## src/rtl/serial_logic_unit_if.sv

```systemverilog
// serial_logic_unit_if: request/result bundle between the datapath and the serial logic unit
interface serial_logic_unit_if #(parameter int N = 8);
    logic         start;
    logic [N-1:0] a;
    logic [N-1:0] b;
    logic [1:0]   S;
    logic         busy;
    logic         done;
    logic [N-1:0] out;
    logic         err;
    modport master(output start, a, b, S, input busy, done, out, err);
    modport slave(input start, a, b, S, output busy, done, out, err);
endinterface

```

## src/rtl/serial_logic_unit.sv

```systemverilog
// serial_logic_unit: feeds one 1-bit logic cell LSB first and assembles its N-bit result word
// Optional CL_SELFCHECK_EN registers a parallel expected word and flags err on mismatch.
module serial_logic_unit #(
    parameter int N = 8,
    parameter int CNT_W = $clog2(N + 1)
) (
    input  logic               clk,
    input  logic               reset,
    serial_logic_unit_if.slave bus,
    output logic               cl_a,
    output logic               cl_b,
    output logic [1:0]         cl_S,
    input  logic               cl_out
);
    typedef enum logic [1:0] {IDLE, RUN, DONE} state_t;
    state_t           state;
    logic [N-1:0]     a_sh, b_sh, r_sh, r_next, out_r;
    logic [1:0]       s_r;
    logic [CNT_W-1:0] cnt;
    logic             busy_r, done_r, last;
    // shift form keeps N=1 legal where a part-select would not be
    assign r_next = (r_sh >> 1) | (N'(cl_out) << (N - 1));
    assign last = cnt == CNT_W'(N - 1);
    assign cl_a = busy_r & a_sh[0];
    assign cl_b = busy_r & b_sh[0];
    assign cl_S = s_r;
    assign bus.busy = busy_r;
    assign bus.done = done_r;
    assign bus.out = out_r;
    always_ff @(posedge clk) begin
        if (reset) begin
            state  <= IDLE;
            a_sh   <= '0;
            b_sh   <= '0;
            r_sh   <= '0;
            out_r  <= '0;
            s_r    <= '0;
            cnt    <= '0;
            busy_r <= 1'b0;
            done_r <= 1'b0;
        end else if (state == IDLE) begin
            if (bus.start) begin
                a_sh   <= bus.a;
                b_sh   <= bus.b;
                s_r    <= bus.S;
                r_sh   <= '0;
                cnt    <= '0;
                busy_r <= 1'b1;
                state  <= RUN;
            end
        end else if (state == RUN) begin
            r_sh <= r_next;
            a_sh <= a_sh >> 1;
            b_sh <= b_sh >> 1;
            cnt  <= cnt + 1'b1;
            if (last) begin
                out_r  <= r_next;
                done_r <= 1'b1;
                busy_r <= 1'b0;
                state  <= DONE;
            end
        end else begin
            done_r <= 1'b0;
            state  <= IDLE;
        end
    end
`ifdef CL_SELFCHECK_EN
    logic [N-1:0] e_r;
    logic         err_r;
    always_ff @(posedge clk) begin
        if (reset) begin
            e_r   <= '0;
            err_r <= 1'b0;
        end else begin
            if (state == IDLE && bus.start)
                e_r <= bus.S == 2'd0 ? bus.a & bus.b :
                       bus.S == 2'd1 ? bus.a | bus.b :
                       bus.S == 2'd2 ? bus.a ^ bus.b : ~bus.a;
            if (state == RUN && last)
                err_r <= r_next != e_r;
        end
    end
    assign bus.err = err_r;
`else
    assign bus.err = 1'b0;
`endif
endmodule
```

## src/flat_wrapper.sv

```systemverilog
// flat-port wrapper written by rule: the top's interface ports become plain ports
module serial_logic_unit_flat 
#(
    parameter int N = 8,
    parameter int CNT_W = $clog2(N + 1)
)
  (clk, reset, cl_a, cl_b, cl_S, cl_out, bus_start, bus_a, bus_b, bus_S, bus_busy, bus_done, bus_out, bus_err);
  serial_logic_unit_if #(.N(N)) bus_i ();
  input  logic clk;
  input  logic reset;
  output logic cl_a;
  output logic cl_b;
  output logic [1:0] cl_S;
  input  logic cl_out;
  input wire logic [$bits(bus_i.start)-1:0] bus_start;
  input wire logic [$bits(bus_i.a)-1:0] bus_a;
  input wire logic [$bits(bus_i.b)-1:0] bus_b;
  input wire logic [$bits(bus_i.S)-1:0] bus_S;
  output wire logic [$bits(bus_i.busy)-1:0] bus_busy;
  output wire logic [$bits(bus_i.done)-1:0] bus_done;
  output wire logic [$bits(bus_i.out)-1:0] bus_out;
  output wire logic [$bits(bus_i.err)-1:0] bus_err;
  assign bus_i.start = bus_start;
  assign bus_i.a = bus_a;
  assign bus_i.b = bus_b;
  assign bus_i.S = bus_S;
  assign bus_busy = bus_i.busy;
  assign bus_done = bus_i.done;
  assign bus_out = bus_i.out;
  assign bus_err = bus_i.err;
  serial_logic_unit #(.N(N), .CNT_W(CNT_W)) u_core (.clk(clk), .reset(reset), .bus(bus_i), .cl_a(cl_a), .cl_b(cl_b), .cl_S(cl_S), .cl_out(cl_out));
endmodule
```

## config.mk

```make
export PLATFORM = sky130hd
export DESIGN_NAME = serial_logic_unit_flat
export DESIGN_NICKNAME = d
export VERILOG_FILES = /design/src/rtl/serial_logic_unit_if.sv /design/src/rtl/serial_logic_unit.sv /design/src/flat_wrapper.sv
export SDC_FILE = /design/constraint.sdc
export NUM_CORES = 1
export LEC_CHECK = 0
export CORE_AREA = 2 2 75 77
export CTS_CLUSTER_DIAMETER = 50
export DETAILED_ROUTE_END_ITERATION = 12
export DIE_AREA = 0 0 77 79
export PLACE_DENSITY = 0.57
export SETUP_SLACK_MARGIN = 0.1
export SLEW_MARGIN = 15
export SYNTH_ARGS = -nofsm -noshare
export SYNTH_HDL_FRONTEND = slang
export SYNTH_SLANG_ARGS = --single-unit
```

## constraint.sdc

```tcl
create_clock -name clk -period 1.3 [get_ports clk]
set_clock_uncertainty 0.05 [all_clocks]
set_input_delay 0.195 -clock clk [delete_from_list [all_inputs] [get_ports clk]]
set_output_delay 0.195 -clock clk [all_outputs]
set_load 0.05 [all_outputs]
```

* After elaboration in Yosys (flattened, before gate mapping)
Index checks and enable logic that the tools add are counted.
** Operators by class
- Add/subtract/negate cells :: 1
- Equal/unequal tests :: 5
- Muxes and demuxes :: 22
- Bitwise logic cells :: 4
- Reductions and logical operators :: 9
** Operators with widths (count)
- 2-to-1 mux 8 bit :: 9
- 2-to-1 mux 4 bit :: 3
- 2-to-1 mux 2 bit :: 4
- OR 7 x 8 -> 8 bit :: 1
- AND reduction 2 bit :: 4
- 2-to-1 mux 1 bit :: 6
- AND reduction 3 bit :: 2
- adder 4 x 1 -> 4 bit, second input constant :: 1
- == test 4 x 3 -> 1 bit, second input constant :: 1
- nonzero test 2 bit :: 2
- inequality test 3 x 1 -> 1 bit, second input constant :: 1
- AND 1 bit :: 2
- == test 2 x 1 -> 1 bit, second input constant :: 1
- zero test 2 bit :: 1
- inequality test 2 x 1 -> 1 bit, second input constant :: 1
- inequality test 2 bit, second input constant :: 1
- inverter 1 bit :: 1
** Word-level totals
- Register bits :: 42

* Longest topological paths before layout
- Word-level depth :: 4
- Gate-level depth with buffers :: 6
- Gate-level depth less buffers :: 4

* Worst setup path before layout
No wires, ideal clock.
- Kind :: reg2reg
- Start :: register u_core.cnt[0]
- End :: register u_core.out_r[0], in the netlist u_core.bus.out[0]
- Library setup time :: 0.117 ns
- Arrival time :: 1.268 ns
- Data required time :: 1.133 ns
- Slack :: -0.135 ns
- Cell stages (with the launch flop) :: 6
- Cells stage by stage :: dfxtp_1 > ha_1 > and4bb_1 > and3b_1 > buf_4 > a22o_1
** Between the ends
- Longest elaborated chain between the ends :: 2
** Ends and longest elaborated chain
- start, declared :: line serial_logic_unit.sv:19 : logic [CNT_W-1:0] cnt;
- start signal, assigned :: line serial_logic_unit.sv:55 : cnt <= cnt + 1'b1;
- == test 4 x 3 -> 1 bit :: line serial_logic_unit.sv:23 : assign last = cnt == CNT_W'(N - 1);
- AND reduction 3 bit (no source line)
- end signal, assigned :: line serial_logic_unit.sv:57 : out_r <= r_next;
- end, declared :: line serial_logic_unit.sv:17 : logic [N-1:0] a_sh, b_sh, r_sh, r_next, out_r;
No other way between the ends.
A chain may end at the register's enable or synchronous reset.

* Worst setup path after layout
- Start :: register u_core.cnt[1]
- End :: register u_core.out_r[6], in the netlist u_core.bus.out[6]
Same word-level chain as after synthesis.

==> out/summary.log <==
[status] outcome finished with violations
[status] failing checks negative setup slack
[synthesis] synthesized netlist net count 210
[synthesis] synth unique cells 35
[synthesis] top-area cell type share of the netlist area 45.7%
[die] # IOs 37
[sta] hold slack final 0.444 ns
[clock_network] cell at the root of the clock tree clkbuf_8
[worst_setup_path] critical path cell sequence ha_4, and4bb_2, and3b_2, a22o_1
[worst_hold_path] worst hold path class flip-flop to flip-flop
[grt] antenna violations before repair 0
[drt] number of DRC markers after the initial detailed-route iteration 54
[final_layout] Filler Cell Count 498
[final_layout] fraction of final layout cells sized beyond drive strength 1 43.9%
[final_layout] final non-filler cell area 2960 um^2
[synthesis] Avg Cell Area, Syn 9.59 um^2
[placed_design] IO buf count 35
[worst_setup_path] Max Fanout on Critical Path 5
[worst_setup_path] endpoint kind of the worst setup timing path flip-flop
[pwr] static leakage 1.18 nW
[die] width of the die 77 um
[grt] pin count of the biggest net entering global routing 16
[worst_setup_path] Max stage delay on crit path 0.34 ns
[final_layout] core occupancy in the finished layout 55.5%
[drt] DRC violations left 0
[final_layout] final std cells w/o fill 325
[placed_design] HPWL reported at the end of detailed placement 2.68 mm
[worst_setup_path] Crit Path Category flip-flop to flip-flop
[clock_network] maximum clock path buffer count 2
[worst_setup_path] crit-path leading delay family simple AND/OR/NAND/NOR gates
[synthesis] dominant cells by area after synthesis dfxtp_1, or3b_1, nor2_1, a22oi_1, a22o_1
[synthesis] Synth warnings 0
[final_layout] multi-input combinational cell area 1040 um^2
[worst_setup_path] required time of the critical path 1.43 ns
[synthesis] Post-Synthesis Cell Area 1790 um^2
[clock_network] Clock Pin Slew Worst Setup and Hold Paths 0.08 ns
[synthesis] Post-synth ARST share 0%
[sta] final setup vio count 17
[clock_network] CTS buffer count 5
[sta] final critical delay including setup and external delays 1.38 ns
[clock_network] clock tree sinks 41
[die] DIE HEIGHT 79 um
[worst_setup_path] buffers and inverters on the worst path 0
[drt] post-detailed-route wirelength per cell 13.6 um
[pwr] ratio of total power to cell area 1030 nW/um^2
[sta] unrepaired setup endpoints after global routing true
[pwr] worst voltage drop across the vdd grid 0.600 mV
[sta] timing-limited maximum frequency 725 MHz
[worst_setup_path] CP max-delay cell dfxtp_2
[die] total number of placement rows 27
[clock_network] clock latency on the worst-skew pair 0.29 ns
[sta] share of the cycle needed by the critical path after routing 106%
[placed_design] worst slack at placement -0.349 ns
[drt] Pre-antenna DRT Iters 4
[die] core region area 5340 um^2
[synthesis] number of flip-flops and latches in the synthesized netlist 41
[synthesis] post-synthesis cell type with the largest combined area dfxtp_1
[sta] min setup slack post-route -0.0790 ns
[worst_setup_path] endpoint arrival time on the critical path 1.51 ns
[grt] Tot GR Track Use 14.6%
[synthesis] share of synthesized area occupied by flip-flops and latches 45.7%
[die] total die area 6080 um^2
[placed_design] total cell area at the placement stage 2490 um^2
[synthesis] Mapped Cells 187
[run] Max-cap violations 0
[synthesis] leading register cell type out of synthesis dfxtp_1
[drt] via count normalized by instance count 4.74
[clock_network] TritonCTS clock tree built
[final_layout] Antenna diodes 0
[placed_design] gpl congestion 0.765
[final_layout] layout overhead on the synthesized area 65.1%
[sta] max-slew violation total from the final report 0
[clock_network] CTS H-tree lvls 2
[synthesis] count of flip-flops with a built-in enable after synthesis 0
[pwr] total power draw 3.06 mW
[sta] final total negative setup slack -0.737 ns
[drt] number of routed nets with antenna violations 0
[grt] first-pass GRT wire length 7.11 mm
[worst_setup_path] critical path startpoint category flip-flop
[final_layout] combined flip-flop and latch cell area 833 um^2
[grt] total overflow reported by the global router 0
[drt] via count 1539
[sta] hold violation total from the final report 0
[grt] vias in the first global route 1490
[final_layout] number of nets at the end of the flow 275
[placed_design] Placed Cells incl. Taps 300
[die] Initial Utilization 33.6%
[drt] Detailed Route WL 4.42 mm
-- power by group --
part / internal [mW] / switching, mW / leakage, nW
clock: 0.626 / 0.427 / 0.0585
combinational: 0.373 / 0.272 / 0.780
sequential: 1.32 / 0.0395 / 0.338
total: 2.32 / 0.739 / 1.18
-- cell type report --
class	instances	area share [%]
Clock inverter	1	1.01
Tap cell	72	3.04
Sequential cell	41	28.1
Clock buffer	7	2.92
Multi-Input combinational cell	132	35.0
Timing Repair Buffer	72	29.9
-- final timing paths --
kind / slack [ns] / start / cells past startpoint / end
worst max-delay path: -0.08 / u_core.cnt[1] / 4 / u_core.bus.out[6]
worst min-delay path: 0.44 / u_core.b_sh[1] / 2 / u_core.b_sh[1]
worst max register to register: -0.08 / u_core.cnt[1] / 4 / u_core.bus.out[6]
worst min register to register: 0.44 / u_core.b_sh[1] / 2 / u_core.b_sh[1]
-- synthesized netlist by cell type, drive strengths merged (3+ instances only) --
cell type  instances
a22oi             10
buf               12
dfxtp             41
nand2b             7
a21oi             17
a22o               8
nor3              14
or2b               7
nor2              30
or3b              14
clkbuf             4
nor3b              3
-- registers in the layout, indices dropped and copies added (netlist names) --
name and count:
u_core.cl_S 2, u_core.r_sh 7, u_core.b_sh 8, u_core.cnt 4
u_core.bus.done 1, u_core.bus.out 8, u_core.a_sh 8, u_core.bus.busy 1
u_core.state 2
-- worst reg2reg max path, delay by kind of cell, from the launching register on --
| kind | cells | cell delay [ns] |
|---|---|---|
| simple gates | 2 | 0.51 |
| flops | 1 | 0.34 |
| compound gates | 1 | 0.22 |
| fa+ha+maj | 1 | 0.15 |
-- per-layer routing --
layer	share of wire [%]	global-route usage, %	vias up
met1	44	18.3	724
met3	4.4	3.98	2
met5	0	0	-
met2	51	23.9	29
li1	-	-	784
met4	0.52	5.89	0
-- layout by cell type (no fill, tap or decap), types with 2 or more instances in the layout --
master and count:
dfxtp_1 35, nor3b_1 2, nor2_1 27, a21oi_1 2, or2b_1 7, and2_4 2
dfxtp_2 4, clkdlybuf4s50_1 20, or3b_4 8, dfxtp_4 2, nor3_2 6, or3b_1 6
nor2_2 3, o21ba_4 2, and3b_2 2, buf_4 21, mux2i_1 2, nor3_1 8
clkbuf_8 6, a22oi_2 2, a21oi_4 2, a21oi_2 13, a22o_1 8, buf_6 9
nand2b_1 7, buf_12 18, a22oi_1 8
-- kinds of logic (layout without fill, tap and decap cells) --
logic type	Yosys count	after routing	synth area share (%)
AO/OA/AOI/OAI	41	42	16.4
other	1	1	0.209
buffers and inverters	16	80	6.28
AND/OR/NAND/NOR	84	85	28.9
flip-flops	41	41	45.7
adder cells (fa/ha/maj)	1	1	0.697
multiplexers	3	3	1.74
-- what timing repair did --
item / CTS / global route
gates resized for setup: 30 / 27
setup endpoints to repair: 43 / 42
setup buffers: 12 / 2
hold buffers: 0 / 0
cloned: 4 / 1
pin swaps: 23 / 17
(Power assumes the default switching activity.)
